[src/rtl/op_sequencer.sv]
// Command sequencer in front of the matrix controller.
// Queues host operation words, issues them one at a time on the controller
// operation bus, paces serial page transfers with host handshakes, and inserts
// the idle gap that lets back-to-back matrix multiplies present a fresh edge.
module op_sequencer #(
    parameter int unsigned Depth     = 8,
    parameter int unsigned MmCycles  = 528,
    parameter int unsigned XferWords = 64,
    parameter int unsigned CntW      = 10
) (
    input  logic        clk_i,
    input  logic        rst_i,
    input  logic        enable_i,
    input  logic        cmd_valid_i,
    output logic        cmd_ready_o,
    input  logic [31:0] cmd_op_i,
    input  logic [31:0] host_wdata_i,
    input  logic        host_wvalid_i,
    output logic        host_wready_o,
    output logic [31:0] host_rdata_o,
    output logic        host_rvalid_o,
    input  logic        host_rready_i,
    output logic [31:0] operation_o,
    output logic        ctrl_enable_o,
    output logic [31:0] ctrl_in_data_o,
    input  logic [31:0] ctrl_out_data_i,
    output logic        busy_o,
    output logic        done_o,
    output logic        err_o
);

    localparam int unsigned Aw = $clog2(Depth);
    localparam logic [CntW-1:0] MmLast   = CntW'(MmCycles - 1);
    localparam logic [CntW-1:0] XferLast = CntW'(XferWords - 1);

    typedef enum logic [2:0] {
        StIdle,
        StMatmul,
        StGap,
        StWrite,
        StRead
    } state_e;

    state_e            state_q, state_d;
    logic [CntW-1:0]   cnt_q, cnt_d;
    logic [31:0]       op_q, op_d;
    logic              done_q, done_d;
    logic              err_q, err_d;

    // Pointers carry one extra wrap bit to tell full from empty.
    logic [31:0]       fifo_q [Depth];
    logic [Aw:0]       wr_ptr_q, rd_ptr_q;
    logic              full, empty, push, pop;
    logic [31:0]       head;

    assign full  = (wr_ptr_q[Aw] != rd_ptr_q[Aw]) &&
                   (wr_ptr_q[Aw-1:0] == rd_ptr_q[Aw-1:0]);
    assign empty = (wr_ptr_q == rd_ptr_q);
    assign push  = enable_i && cmd_valid_i && !full;
    assign head  = fifo_q[rd_ptr_q[Aw-1:0]];

    assign cmd_ready_o = enable_i && !full;
    assign busy_o      = (state_q != StIdle) || !empty;
    assign operation_o = op_q;
    assign done_o      = done_q;
    assign err_o       = err_q;

    // Command storage; contents need no reset since the pointers gate reads.
    always_ff @(posedge clk_i) begin
        if (push) begin
            fifo_q[wr_ptr_q[Aw-1:0]] <= cmd_op_i;
        end
    end

    // FIFO pointers.
    always_ff @(posedge clk_i or posedge rst_i) begin
        if (rst_i) begin
            wr_ptr_q <= '0;
            rd_ptr_q <= '0;
        end else begin
            if (push) wr_ptr_q <= wr_ptr_q + 1'b1;
            if (pop)  rd_ptr_q <= rd_ptr_q + 1'b1;
        end
    end

    // Sequencer state, hold counter, issued operation and status flags.
    always_ff @(posedge clk_i or posedge rst_i) begin
        if (rst_i) begin
            state_q <= StIdle;
            cnt_q   <= '0;
            op_q    <= '0;
            done_q  <= 1'b0;
            err_q   <= 1'b0;
        end else begin
            state_q <= state_d;
            cnt_q   <= cnt_d;
            op_q    <= op_d;
            done_q  <= done_d;
            err_q   <= err_d;
        end
    end

    // Next-state decode and controller/host handshake outputs.
    always_comb begin
        state_d        = state_q;
        cnt_d          = cnt_q;
        op_d           = op_q;
        done_d         = 1'b0;
        err_d          = err_q;
        pop            = 1'b0;
        ctrl_enable_o  = 1'b0;
        ctrl_in_data_o = '0;
        host_wready_o  = 1'b0;
        host_rvalid_o  = 1'b0;
        host_rdata_o   = '0;

        unique case (state_q)
            StIdle: begin
                op_d = '0;
                if (!empty) begin
                    pop   = 1'b1;
                    cnt_d = '0;
                    case (head[3:0])
                        4'd0: done_d = 1'b1;
                        4'd1: begin
                            state_d = StMatmul;
                            op_d    = head;
                        end
                        4'd2: begin
                            state_d = StWrite;
                            op_d    = head;
                        end
                        4'd3: begin
                            state_d = StRead;
                            op_d    = head;
                        end
                        // Illegal opcodes are dropped, never driven on the bus.
                        default: begin
                            done_d = 1'b1;
                            err_d  = 1'b1;
                        end
                    endcase
                end
            end
            StMatmul: begin
                ctrl_enable_o = 1'b1;
                cnt_d         = cnt_q + 1'b1;
                if (cnt_q == MmLast) begin
                    done_d  = 1'b1;
                    op_d    = '0;
                    state_d = StGap;
                end
            end
            StGap: begin
                // Zero operation with the controller clocked so it sees the edge drop.
                ctrl_enable_o = 1'b1;
                state_d       = StIdle;
            end
            StWrite: begin
                host_wready_o  = 1'b1;
                ctrl_enable_o  = host_wvalid_i;
                ctrl_in_data_o = host_wdata_i;
                if (host_wvalid_i) begin
                    cnt_d = cnt_q + 1'b1;
                    if (cnt_q == XferLast) begin
                        done_d  = 1'b1;
                        op_d    = '0;
                        state_d = StIdle;
                    end
                end
            end
            StRead: begin
                host_rvalid_o = 1'b1;
                host_rdata_o  = ctrl_out_data_i;
                ctrl_enable_o = host_rready_i;
                if (host_rready_i) begin
                    cnt_d = cnt_q + 1'b1;
                    if (cnt_q == XferLast) begin
                        done_d  = 1'b1;
                        op_d    = '0;
                        state_d = StIdle;
                    end
                end
            end
            default: state_d = StIdle;
        endcase

        // Global freeze: nothing advances and no handshake is offered.
        if (!enable_i) begin
            state_d       = state_q;
            cnt_d         = cnt_q;
            op_d          = op_q;
            done_d        = 1'b0;
            err_d         = err_q;
            pop           = 1'b0;
            ctrl_enable_o = 1'b0;
            host_wready_o = 1'b0;
            host_rvalid_o = 1'b0;
        end
    end

endmodule

[config.mk]
export PLATFORM = sky130hd
export DESIGN_NAME = op_sequencer
export DESIGN_NICKNAME = d
export VERILOG_FILES = /design/src/rtl/op_sequencer.sv
export SDC_FILE = /design/constraint.sdc
export NUM_CORES = 1
export LEC_CHECK = 0
export ABC_AREA = 1
export BUFFER_PORTS_ARGS = -buffer_cell sky130_fd_sc_hd__buf_2
export CORE_ASPECT_RATIO = 0.8
export CORE_MARGIN = 1
export CORE_UTILIZATION = 51
export DETAILED_ROUTE_END_ITERATION = 10
export GPL_TIMING_DRIVEN = 0
export HOLD_SLACK_MARGIN = 0.06
export PLACE_DENSITY = 0.76
export SYNTH_ARGS = -nofsm -noshare
export SYNTH_HDL_FRONTEND = slang
export SYNTH_SLANG_ARGS = --single-unit
[constraint.sdc]
create_clock -name clk_i -period 3.6 [get_ports clk_i]
set_input_delay 0.18 -clock clk_i [delete_from_list [all_inputs] [get_ports clk_i]]
set_output_delay 0.18 -clock clk_i [all_outputs]
set_load 0.05 [all_outputs]
After elaboration in Yosys (flattened, before gate mapping)
Memories as Yosys holds them, arrays and structs flattened.
Cells that the tools add are included.
W data, S select, Z words.
- bitwise gates (word level): 2
- equal/unequal tests: 17
- reductions and logical operators: 18
- add/sub/neg operators: 3
- mux-type cells: 39
- operators by type and width (cell ; count):
    $mux W32 ; 8
    $pmux W32 S4 ; 1
    $pmux W10 S4 ; 1
    $mux W10 ; 3
    $mux W1 ; 17
    $mux W3 ; 5
    $pmux W3 S4 ; 1
    $add A10 B1 Y10 const B ; 1
    $eq A10 B10 Y1 const B ; 1
    $eq A10 B6 Y1 const B ; 1
    $reduce_and A5 Y1 ; 2
    $pmux W3 S3 ; 1
    $add A4 B1 Y4 const B ; 2
    $eq A4 B2 Y1 const B ; 2
    $ne A2 B2 Y1 const B ; 4
    $eq A3 B2 Y1 const B ; 2
    $reduce_and A6 Y1 ; 1
    $eq A4 B1 Y1 const B ; 1
    $eq A4 B4 Y1 ; 1
    $logic_and A1 B1 Y1 ; 4
    $logic_not A4 Y1 ; 1
    $ne A4 B1 Y1 const B ; 1
    $pmux W1 S4 ; 1
    $reduce_and A4 Y1 ; 1
    14 further kinds ; 16
- output and inout port bits: 103
- logic and storage cells: 87
- input bits: 102
- memories kept: 1
- memory bits (writable): 256
- bits in registers: 55
- memories (memory ; words ; bits a word ; rd ports ; clocked after Yosys merged registers in ; wr ports ; RTL line ; text):
    fifo_q ; 8 ; 32 ; 1 ; 0 ; 1 ; 51 ; logic [31:0] fifo_q [Depth];

Logic depth before layout (Yosys ltp)
An unclocked memory read counts as a cell.
- depth after elaboration: 7
- gate-level depth with buffers: 14
- mapped depth without buffers: 13

Least setup slack after synthesis
Ideal clock, no wire load.
- path type: register -> register
- start: register rd_ptr_q[1]
- end: memory fifo_q[6][0], enable pin
- slack: -0.373 ns
- path buffers: 1
- required time: 3.139 ns
- stages on the path, launching flop included: 8
- clock period less this slack: 3.973 ns
- setup time: 0.461 ns
- arrival time: 3.512 ns
- cells stage by stage: dfrtp_1 > buf_4 > xor2_1 > nor2_2 > nand3b_1 > nand3_1 > or2_2 > nor3_1
- longest elaborated chain between the ends: 6
- RTL lines (element ; RTL line ; text):
    from (decl) ; 52 ; logic [Aw:0] wr_ptr_q, rd_ptr_q;
    from (signal assigned) ; 82 ; if (pop) rd_ptr_q <= rd_ptr_q + 1'b1;
    $eq A3 B3 Y1 ; 57 ; (wr_ptr_q[Aw-1:0] == rd_ptr_q[Aw-1:0]);
    $logic_and A1 B1 Y1 ; 56 ; assign full = (wr_ptr_q[Aw] != rd_ptr_q[Aw]) &&
    $logic_not A1 Y1 ; 59 ; assign push = enable_i && cmd_valid_i && !full;
    $logic_and A1 B1 Y1 ; 59 ;
    $mux W1 ; 70 ; if (push) begin
    $mux W1 (implied by the code) ; 71 ; fifo_q[wr_ptr_q[Aw-1:0]] <= cmd_op_i;
    to (decl) ; 51 ;
No other way between the ends.

Final worst setup path
- start: register rd_ptr_q[1]
- end: memory fifo_q[6][12], enable pin
The elaborated chain is that of the path after synthesis.

==> flow_metrics.env <==
export IMPL_area_growth_pct=23.1
export IMPL_place_inst=1697
export IMPL_period_share_pct=75.2
export IMPL_yosysSeqAreaShare_pct=69.3
export IMPL_rsz0062_at_grt="no"
export IMPL_clk_latency_ns=0.55
export IMPL_period_minus_slack_ns=2.71
export IMPL_setup_ws_ns=0.891
export IMPL_synth_area_mux_share_pct=0
export IMPL_finalNetCount=1544
export IMPL_power_frac_clock_pct=24.7
export IMPL_die_h_um=145
export IMPL_end_kind="register"
export IMPL_clk_pin_slew_ns=0.06
export IMPL_final_cell_mix="nand2_1 (302), edfxtp_1 (256), buf_2 (219), inv_1 (106), nor2_1 (104)"
export IMPL_fmax_ghz=0.369
export IMPL_io_pins=205
export IMPL_maxSlewViolCount=0
export IMPL_cts_path_max_buffers=3
export IMPL_layout_drive_gt1_share_pct=23.7
export IMPL_numPortBuffers=204
export IMPL_vias=9408
export IMPL_syn_inst=1159
export IMPL_dp_hpwl_mm=21.5
export IMPL_post_place_ws_ns=0.905
export IMPL_dieArea_um2=26300
export IMPL_fp_coreArea_um2=25200
export IMPL_worst_slew_pin_slew_ns=0.758
export IMPL_cap_violations=0
export IMPL_path_cells="buf_4 -> xor2_1 -> nor2_2 -> nand3b_1 -> nand3_1 -> or2_2 -> nor3_4 -> buf_16 -> buf_16"
export IMPL_path_max_fanout=15
export IMPL_synth_edff_count=256
export IMPL_cts_sinks=311
export IMPL_cts_buffers=30
export IMPL_synth_avg_cell_area_um2=11.3
export IMPL_synthSimpleGateAreaFrac_pct=19.4
export IMPL_synth_cell_types=37
export IMPL_cp_data_required_time_ns=3.85
export IMPL_slowest_stage="nor3_4"
export IMPL_synth_top_family_by_area="simple AND/OR/NAND/NOR gates"
export IMPL_cp_start_kind="register"
export IMPL_status="complete, no violations"
export IMPL_hp_class="input pin to register"
export IMPL_ctsResizeCount=0
export IMPL_stdcell_count=1787
export IMPL_syn_num_nets=1264
export IMPL_ir_worst_vdd_mv=0.616
export IMPL_cellPowerDensity_nw_per_um2=775
export IMPL_drt_iter0_drc=1004
export IMPL_first_global_vias=9027
export IMPL_yosys_area_top_type_share_pct=58.8
export IMPL_synth_adder_area_share_pct=0.287
export IMPL_switchingPower_uw=4960
export IMPL_p_leak_uw=0.00690
export IMPL_crit_top_cell="buf_16"
export IMPL_seqPwrFrac_pct=36.9
export IMPL_wire_per_inst_um=18.1
export IMPL_skew_ns=0.0130
export IMPL_p_int_uw=7510
export IMPL_max_slew_margin_pct=49.5
export IMPL_grt_max_degree=32
export IMPL_fp_row_count=52
export IMPL_netlist_top_cells_area="edfxtp_1 (59%), dfrtp_1 (11%), nand2_1 (8.7%), nand3_1 (3.5%), o2111ai_1 (3.3%)"
export IMPL_wirelength_mm=32.4
export IMPL_cts_root_buf="clkbuf_16"
export IMPL_htree_levels=1
export IMPL_yosys_warnings=0
export IMPL_netlist_area_um2=13100
export IMPL_netlist_top_cell_by_area="edfxtp_1"
export IMPL_pwr_share_comb_pct=38.4
export IMPL_cts_tree="done"
export IMPL_antenna_found_initial=0
export IMPL_cpPeakStageDelay_ns=0.47
export IMPL_antenna_diode_count=0
export IMPL_grt_overflow_total=0
export IMPL_crit_type="register to register"
export IMPL_synth_xor_area_share_pct=0.804
export IMPL_fin_worst_hold_slack_ns=0.0992
export IMPL_grt_pass1_wl_mm=50.3
export IMPL_async_flop_share_pct=17.7
export IMPL_report_final_setup_viol=0
export IMPL_initial_core_util_pct=51.8
export IMPL_viasPerCell=5.26
export IMPL_drc=0
export IMPL_ys_flop_type="edfxtp_1"
export IMPL_hold_viol=0
export IMPL_synth_seq_cells=311
export IMPL_antenna_left=0
export IMPL_arrival_ns=2.95
export IMPL_synth_compound_area_share_pct=4.82
export IMPL_final_common_cell="nand2_1"
export IMPL_die_w_um=181
export IMPL_grt_usage_pct=24.8
export IMPL_p_sw_share_pct=39.8
export IMPL_gp_congestion=0.810
export IMPL_dr_pass1_iters=8
final timing paths:
check	start	depth (start not counted)	slack, ns	to
max	rd_ptr_q[1]	9	0.89	fifo_q[6][12]
min	enable_i	3	0.1	done_o
max reg2reg	rd_ptr_q[1]	9	0.89	fifo_q[6][12]
min reg2reg	operation_o[23]	2	0.47	operation_o[23]
max in group asynchronous	rst_i	4	2.70	operation_o[25]
min in group asynchronous	rst_i	3	0.30	operation_o[2]
synth_stat cells (7+ instances only):
library cell	n
clkbuf_1	25
inv_2	9
o2111ai_1	49
o211ai_1	7
buf_2	15
inv_1	107
nand3_1	91
nand2_1	302
or2_2	37
o21ai_0	9
nor2_1	111
edfxtp_1	256
or2_1	12
dfrtp_1	55
a21oi_1	7
xor2_1	11
worst max-delay path, delay by kind of cell, from the launching register on:
family	cells	cell delay [ns]
DFF	1	0.38
and+or+nand+nor	5	1.25
xor gates and xnor gates	1	0.18
buffers and inverters	3	0.58
per-stage QoR:
stage | utilization (%) | TNS [ns] | total power, µW | instance area, µm²
after CTS | 63.8 | 0 | 12500 | 16100
after detailed placement | 58.6 | 0 | 9370 | 14800
after global placement | 57.5 | -155.88 | 9190 | 14500
final | 63.8 | 0 | 12500 | 16100
after floorplan | - | 0 | 7920 | 13100
after global routing | 63.8 | 0 | 13100 | 16100
registers in the layout, indices dropped and copies added (netlist names):
name,flops
cnt_q,10
done_o,1
err_o,1
fifo_q,256
operation_o,32
rd_ptr_q,4
state_q,3
wr_ptr_q,4
layer usage:
| layer | global-route usage (%) | wire length (µm) |
|---|---|---|
| met5 | 0 | 0 |
| met4 | 5.47 | 573 |
| met3 | 4.09 | 2870 |
| met2 | 38.6 | 14800 |
| met1 | 36.7 | 14200 |
power by group through the flow:
stage,combinational (µW),sequential [µW],clock [µW]
6_report,4790,4600,3080
5_1_grt,5190,4640,3260
4_1_cts,4780,4590,3120
3_5_place_dp,4710,4660,0
3_3_place_gp,4520,4670,0
2_1_floorplan,2690,5230,0
area by class of cell:
class | instances | area (µm²)
clock buffers | 43 | 831
well taps | 324 | 405
plain buffers | 53 | 263
multi-input cells | 679 | 3380
inverters | 116 | 435
flip-flops and latches | 311 | 9060
fillers | 1947 | 9150
repair buffers | 248 | 1580
clock inverters | 13 | 140
logic make-up after synthesis:
group	Yosys count
and+or+nand+nor	581
adders and majority gates	3
DFF	311
AOI/OAI and AO/OA	83
xor gates and xnor gates	12
buffers and inverters	169
timing repair:
item                      4_1_cts  5_1_grt
hold buffers                   34        0
hold endpoints to repair      281        0
buffers inserted                0        0
Note: power is estimated with default switching activity, not from simulation.
